### src/rtl/rom_arbiter.sv
// rom_arbiter
//   Shares one single-port synchronous instruction ROM (registered read,
//   one-cycle latency) between two requesters. Port 0 (instruction fetch)
//   has fixed priority; port 1 (constant/debug reader) is forced to win once
//   it has been held off for MAX_WAIT consecutive cycles.
//
// Ports
//   clk, rst                 clock, asynchronous active-high reset
//   req0_valid/addr/ready    port 0 request handshake
//   rsp0_valid/data          port 0 response, one cycle after acceptance
//   req1_valid/addr/ready    port 1 request handshake
//   rsp1_valid/data          port 1 response, one cycle after acceptance
//   rom_addr                 address presented to the ROM
//   rom_dout                 ROM registered read data
module rom_arbiter #(
    parameter int ADDR_W   = 10,
    parameter int DATA_W   = 32,
    parameter int MAX_WAIT = 4
) (
    input  logic              clk,
    input  logic              rst,
    input  logic              req0_valid,
    input  logic [ADDR_W-1:0] req0_addr,
    output logic              req0_ready,
    output logic              rsp0_valid,
    output logic [DATA_W-1:0] rsp0_data,
    input  logic              req1_valid,
    input  logic [ADDR_W-1:0] req1_addr,
    output logic              req1_ready,
    output logic              rsp1_valid,
    output logic [DATA_W-1:0] rsp1_data,
    output logic [ADDR_W-1:0] rom_addr,
    input  logic [DATA_W-1:0] rom_dout
);

    typedef enum logic {
        PRI0 = 1'b0,
        PRI1 = 1'b1
    } state_t;

    localparam logic [3:0] WAIT_MAX = 4'(MAX_WAIT);

    state_t            state;
    state_t            state_nxt;
    logic [3:0]        wait_cnt;
    logic [3:0]        wait_nxt;
    logic              gnt0;
    logic              gnt1;
    logic              vld_p1;
    logic              tag_p1;
    logic [ADDR_W-1:0] last_addr;

    // Stage p0: arbitration, ROM address select, next-state
    always_comb begin
        gnt0      = 1'b0;
        gnt1      = 1'b0;
        state_nxt = state;
        wait_nxt  = wait_cnt;

        // No grants while reset is held, so ready stays low in reset.
        if (!rst) begin
            if (state == PRI0) begin
                gnt0 = req0_valid;
                gnt1 = req1_valid & ~req0_valid;
            end else begin
                gnt1 = req1_valid;
                gnt0 = req0_valid & ~req1_valid;
            end
        end

        // Counts consecutive cycles port 1 is waiting; saturates at WAIT_MAX.
        if (req1_valid && !gnt1) begin
            wait_nxt = (wait_cnt < WAIT_MAX) ? wait_cnt + 4'd1 : wait_cnt;
        end else begin
            wait_nxt = 4'd0;
        end

        // The switch to PRI1 happens on the very edge the count saturates,
        // so port 1 wins in the following cycle.
        case (state)
            PRI0:    if (wait_nxt == WAIT_MAX) state_nxt = PRI1;
            PRI1:    if (gnt1 || !req1_valid) state_nxt = PRI0;
            default: state_nxt = PRI0;
        endcase
    end

    assign req0_ready = gnt0;
    assign req1_ready = gnt1;

    // Idle cycles keep the last granted address on the ROM.
    assign rom_addr = gnt0 ? req0_addr : (gnt1 ? req1_addr : last_addr);

    always_ff @(posedge clk or posedge rst) begin
        if (rst) begin
            state     <= PRI0;
            wait_cnt  <= 4'd0;
            vld_p1    <= 1'b0;
            tag_p1    <= 1'b0;
            last_addr <= '0;
        end else begin
            state    <= state_nxt;
            wait_cnt <= wait_nxt;
            vld_p1   <= gnt0 | gnt1;
            tag_p1   <= gnt1;
            if (gnt0 || gnt1) begin
                last_addr <= rom_addr;
            end
        end
    end

    // Stage p1: ROM data returns, steered to the requester by the tag
    assign rsp0_valid = vld_p1 & ~tag_p1;
    assign rsp1_valid = vld_p1 &  tag_p1;
    assign rsp0_data  = rom_dout;
    assign rsp1_data  = rom_dout;

endmodule

### config.mk
export PLATFORM = sky130hd
export DESIGN_NAME = rom_arbiter
export DESIGN_NICKNAME = d
export VERILOG_FILES = /design/src/rtl/rom_arbiter.sv
export SDC_FILE = /design/constraint.sdc
export NUM_CORES = 1
export LEC_CHECK = 0
export CELL_PAD_IN_SITES_DETAIL_PLACEMENT = 0
export CELL_PAD_IN_SITES_GLOBAL_PLACEMENT = 1
export CORE_UTILIZATION = 18
export CTS_BUF_LIST = sky130_fd_sc_hd__clkbuf_16
export DETAILED_ROUTE_END_ITERATION = 12
export PLACE_DENSITY_LB_ADDON = 0.1
export SLEW_MARGIN = 15
export SYNTH_ARGS = -nofsm -noshare
export SYNTH_HDL_FRONTEND = slang
export SYNTH_SLANG_ARGS = --single-unit
### constraint.sdc
create_clock -name clk -period 1.2 [get_ports clk]
set_input_delay 0.24 -clock clk [delete_from_list [all_inputs] [get_ports clk]]
set_output_delay 0.24 -clock clk [all_outputs]
set_load 0.01 [all_outputs]
### Word level (Yosys, flattened, before mapping)

Index checks and enable logic that the tools add are counted.

| word-level totals | value |
|---|---|
| logic and storage cells | 33 |
| output and inout port bits | 78 |
| register bits | 17 |

| cells by class | value |
|---|---|
| mux-type cells | 11 |
| reduce and logical (&&, ||, !) cells | 5 |
| eq/ne operators | 1 |
| bitwise operators | 9 |
| add/sub/neg operators | 1 |
| order comparisons | 1 |

Operators with widths:

| cell | count |
|---|---|
| $mux 10 | 2 |
| $mux 4 | 2 |
| $mux 1 | 6 |
| $add 4x1->4 const B | 1 |
| $and 1x1->1 | 4 |
| $eq 4x3->1 const B | 1 |
| $lt 4x3->1 const B | 1 |
| $not 1->1 | 4 |
| $logic_not 1->1 | 2 |
| $logic_or 1x1->1 | 2 |
| $pmux 1 s2 | 1 |
| $logic_and 1x1->1 | 1 |
| $or 1x1->1 | 1 |

### Logic depth before layout (Yosys ltp)

| depth | value |
|---|---|
| depth after elaboration | 10 |
| depth in mapped cells | 4 |
| gate-level depth less buffers | 4 |

### Worst setup path after synthesis

No wires, ideal clock.

| timing | value |
|---|---|
| path type | reg2out |
| from | register state |
| to | output port rom_addr[0] |
| stages on the path, launching flop included | 5 |
| setup slack | -0.182 ns |
| arrival time | 1.142 ns |
| cell sequence | dfrtp_1 -> nor2b_2 -> nor3b_2 -> buf_2 -> a221o_1 |

| on the way | value |
|---|---|
| longest elaborated chain between the ends | 4 |
| elaborated cells between the ends (all ways) | 6 |
| classes of those cells | 6 x mux |

Ends and longest elaborated chain:

| what | RTL line | text |
|---|---|---|
| start: declaration | 43 | `state_t state;` |
| start signal: assignment | 101 | `state <= state_nxt;` |
| $mux 1 | 62 | `if (state == PRI0) begin` |
| $mux 1 | 61 | `if (!rst) begin` |
| via req1_ready | 29 | `output logic req1_ready,` |
| $mux 10 (2 in series) | 91 | `assign rom_addr = gnt0 ? req0_addr : (gnt1 ? req1_addr : last_addr);` |
| end: declaration | 32 | `output logic [ADDR_W-1:0] rom_addr,` |

The timed path passes the listed nets, and every way through them passes these cells.

### Worst setup path after layout

| timing | value |
|---|---|
| from | register state |
| to | output port rom_addr[7] |

| on the way | value |
|---|---|
| longest elaborated chain between the ends | 4 |
| elaborated cells between the ends (all ways) | 6 |
| classes of those cells | 6 x mux |

Ends and longest elaborated chain:

| what | RTL line |
|---|---|
| $mux 1 | 62 |
| $mux 1 | 61 |
| $mux 10 | 91 |
| $mux 10 (*) | 91 |

Every way passes the cells marked *; elsewhere a longest branch is shown, timed or not.

==> results.py <==
metrics = {
    "timing": {
        "rsz0062_at_grt": "true",
        "finalSetupViolations": 23,
        "finalWorstSetupSlack_ps": -660,
        "whs_ps": 254,
        "final.setup_skew_ps": 1.84,
        "worstMarginPinSlew_ps": 285,
        "hold_violations": 0,
        "maxSlewViolCount": 0,
        "fin_crit_sh_pct": 155,
        "period_needed_ps": 1860,
        "max_freq_mhz": 538,
        "slew_headroom_pct": 80.7,
    },
    "cts": {
        "cts-root-buf": "clkbuf_16",
        "cts.sinks": 17,
        "clkTransAtPathRegs_ps": 50,
        "cts_made_buffers": 3,
        "clk_latency_ps": 250,
        "cts_hold_buf": 0,
        "clockBufferDepth": 2,
        "tritoncts": "built",
        "htreeDepth": 1,
    },
    "min_path": {
        "hold_class": "input port to asynchronous set/reset pin",
    },
    "place": {
        "io_buffers": 37,
        "gp_congestion": 0.642,
        "placedCellCount": 232,
        "place_ws_ps": -1120,
        "dpl.hpwl_um": 2150,
    },
    "cells_and_area": {
        "n_fill_cell": 812,
        "diodes": 0,
        "fin_nets": 210,
        "drive_above_1_share_pct": 41.4,
        "instances_no_fill": 251,
        "syn2layout_area_growth_pct": 33.7,
    },
    "drt": {
        "wl_met3_um": 305,
        "drc": 0,
        "route.top_layer_used": "met4",
        "routed_via_density": 3.87,
        "wl_per_cell_um": 14.1,
        "drt_iter0_markers": 28,
        "wirelength_um": 3530,
        "vias": 972,
        "drtPass1Iterations": 4,
        "met1_length_um": 1550,
        "route.antenna.remaining_nets": 0,
        "wl_met2_um": 1610,
    },
    "global_routing": {
        "overflow": 0,
        "grt_pass1_vias": 992,
        "grt_pass1_wl_um": 5290,
        "grt_max_degree": 18,
        "antenna_found_initial": 0,
        "track_usage_pct": 9.29,
    },
    "flow_run": {
        "drv_cap": 0,
    },
    "synthesis": {
        "synth-seq-area-share_pct": 31.6,
        "synthTopCellsByCount": "buf_4 (64), a221o_1 (20), dfrtp_1 (17), and2_1 (11), nor2_1 (7)",
        "syn_nets": 200,
        "synth-main-ff-cell": "dfrtp_1",
        "netlist_top_cells_area": "buf_4 (36%), dfrtp_1 (32%), a221o_1 (15%)",
        "ys_types": 21,
        "synth.most_common_cell": "buf_4",
        "synth-edff-count": 0,
        "syn_area_um2": 1350,
        "synth_warnings": 0,
        "synth_top_area_cell": "buf_4",
        "synth_area_per_cell_um2": 9.42,
        "netlist.area_leader.share_pct": 35.7,
        "synth_seq_cells": 17,
        "synthArstFlopShare_pct": 100,
        "synthCells": 143,
    },
    "worst_setup_path": {
        "required_ps": 960,
        "endpoint_kind": "output pin",
        "cp_max_fo": 4,
        "reg2reg_to": "last_addr[5]$_DFFE_PP0P_",
        "r2r_start": "state$_DFF_PP0_",
        "worstSetupPathType": "flop to output pin",
        "cp-start-kind": "flop",
        "reg2reg_depth": 8,
        "arrival_ps": 1620,
        "rrSetupSlack_ps": -450,
    },
    "floorplan": {
        "floorplan.io_pins": 134,
        "die_h_um": 88.5,
        "die_w_um": 88.5,
        "core_um2": 7250,
        "rows": 31,
        "dieArea_um2": 7840,
        "initial_core_util_pct": 18.6,
    },
    "pwr": {
        "powerDensity_nw_per_um2": 1040,
        "vdd_drop_max_mv": 0.359,
        "leakage_nw": 0.814,
    },
    "outcome": {
        "failed_checks": "negative setup slack",
        "status": "finished with violations",
    },
}
[repair_timing]
action / 4_1_cts / 5_1_grt
setup endpoints to repair: 25 / 25
pin swaps: 9 / 6
setup buffers: 7 / 6
endpoints found under the hold margin: 0 / 0
resized for setup: 67 / 18
gates cloned: 3 / 0
[critical path, cell delays in order (launching register included)]
cell     delay (ps)
dfrtp_1         420
nor2b_4         160
nor3b_4          60
buf_6           130
buf_6           110
a221o_1         340
buf_2           150
[sequential cells by signal (all words and copies together) (netlist names)]
register,flops
wait_cnt,4
vld_p1,1
state,1
tag_p1,1
last_addr,10
[per-stage QoR]
stage	setup TNS, ps	cell area (um2)	power, mW	util (%)
floorplan	-1320	1360	1.08	-
global placement	-18740	1530	1.16	21.1
detailed placement	-19400	1530	1.16	21.1
CTS	-10990	1720	1.87	23.7
global route	-12490	1800	1.97	24.8
finish	-10630	1800	1.87	24.8
[how the worst max path moves through the flow]
stage / from / endpoint / slack, ps / cells past startpoint
floorplan: state$_DFF_PP0_ / rom_addr[0] / -130 / 4
detailed placement: rst / rom_addr[0] / -1120 / 6
global route: state$_DFF_PP0_ / rom_addr[7] / -730 / 6
CTS: state$_DFF_PP0_ / rom_addr[0] / -760 / 7
finish: state$_DFF_PP0_ / rom_addr[7] / -660 / 6
global placement: rst / rom_addr[7] / -1110 / 6
[cell type report]
class                           instances  area (um2)  share of cell area [%]
Tap cell                               99         124                    6.88
Timing Repair Buffer                   74         727                    40.3
Clock buffer                            3        75.1                    4.17
Inverter                                3        13.8                   0.764
Clock inverter                          1        5.00                   0.278
Multi-Input combinational cell         54         432                    24.0
Sequential cell                        17         425                    23.6
[routing by layer]
layer	track usage (%)	up-vias
li1	-	450
met1	11.0	465
met2	15.0	45
met3	3.36	12
met4	4.40	0
met5	0	-
[report_power, final]
part	switching, mW	leakage, nW	internal (mW)	total, mW
sequential	0.0170	0.217	0.629	0.646
combinational	0.215	0.556	0.334	0.549
clock	0.224	0.0409	0.446	0.670
[cells by family (layout without fill, tap and decap cells)]
family	after synthesis	count (layout)	synth area share [%]
buf+inv	72	81	38.3
simple gates	27	27	11.6
compound gates	25	25	16.9
flops	17	17	31.6
fa+ha+maj	1	1	0.928
xor+xnor	1	1	0.650
[layout by cell type, fill, tap and decap left out]
cell,n
inv_1,1
clkinv_2,1
clkdlybuf4s50_1,20
nand2_1,2
ha_1,1
buf_4,19
nor2_2,1
buf_2,10
nor2_1,6
nand3_1,1
nor2b_4,1
inv_2,1
nor3b_4,1
o21ai_1,1
buf_12,2
a221o_1,20
nor2b_1,2
inv_4,1
and2_1,11
a21oi_2,2
xnor2_1,1
buf_6,18
o21ai_0,1
and3_4,1
o21bai_1,1
nor4b_1,1
dfrtp_1,17
dlygate4sd2_1,3
bufbuf_16,2
clkbuf_16,3
Power figures use the tool's default switching activity.
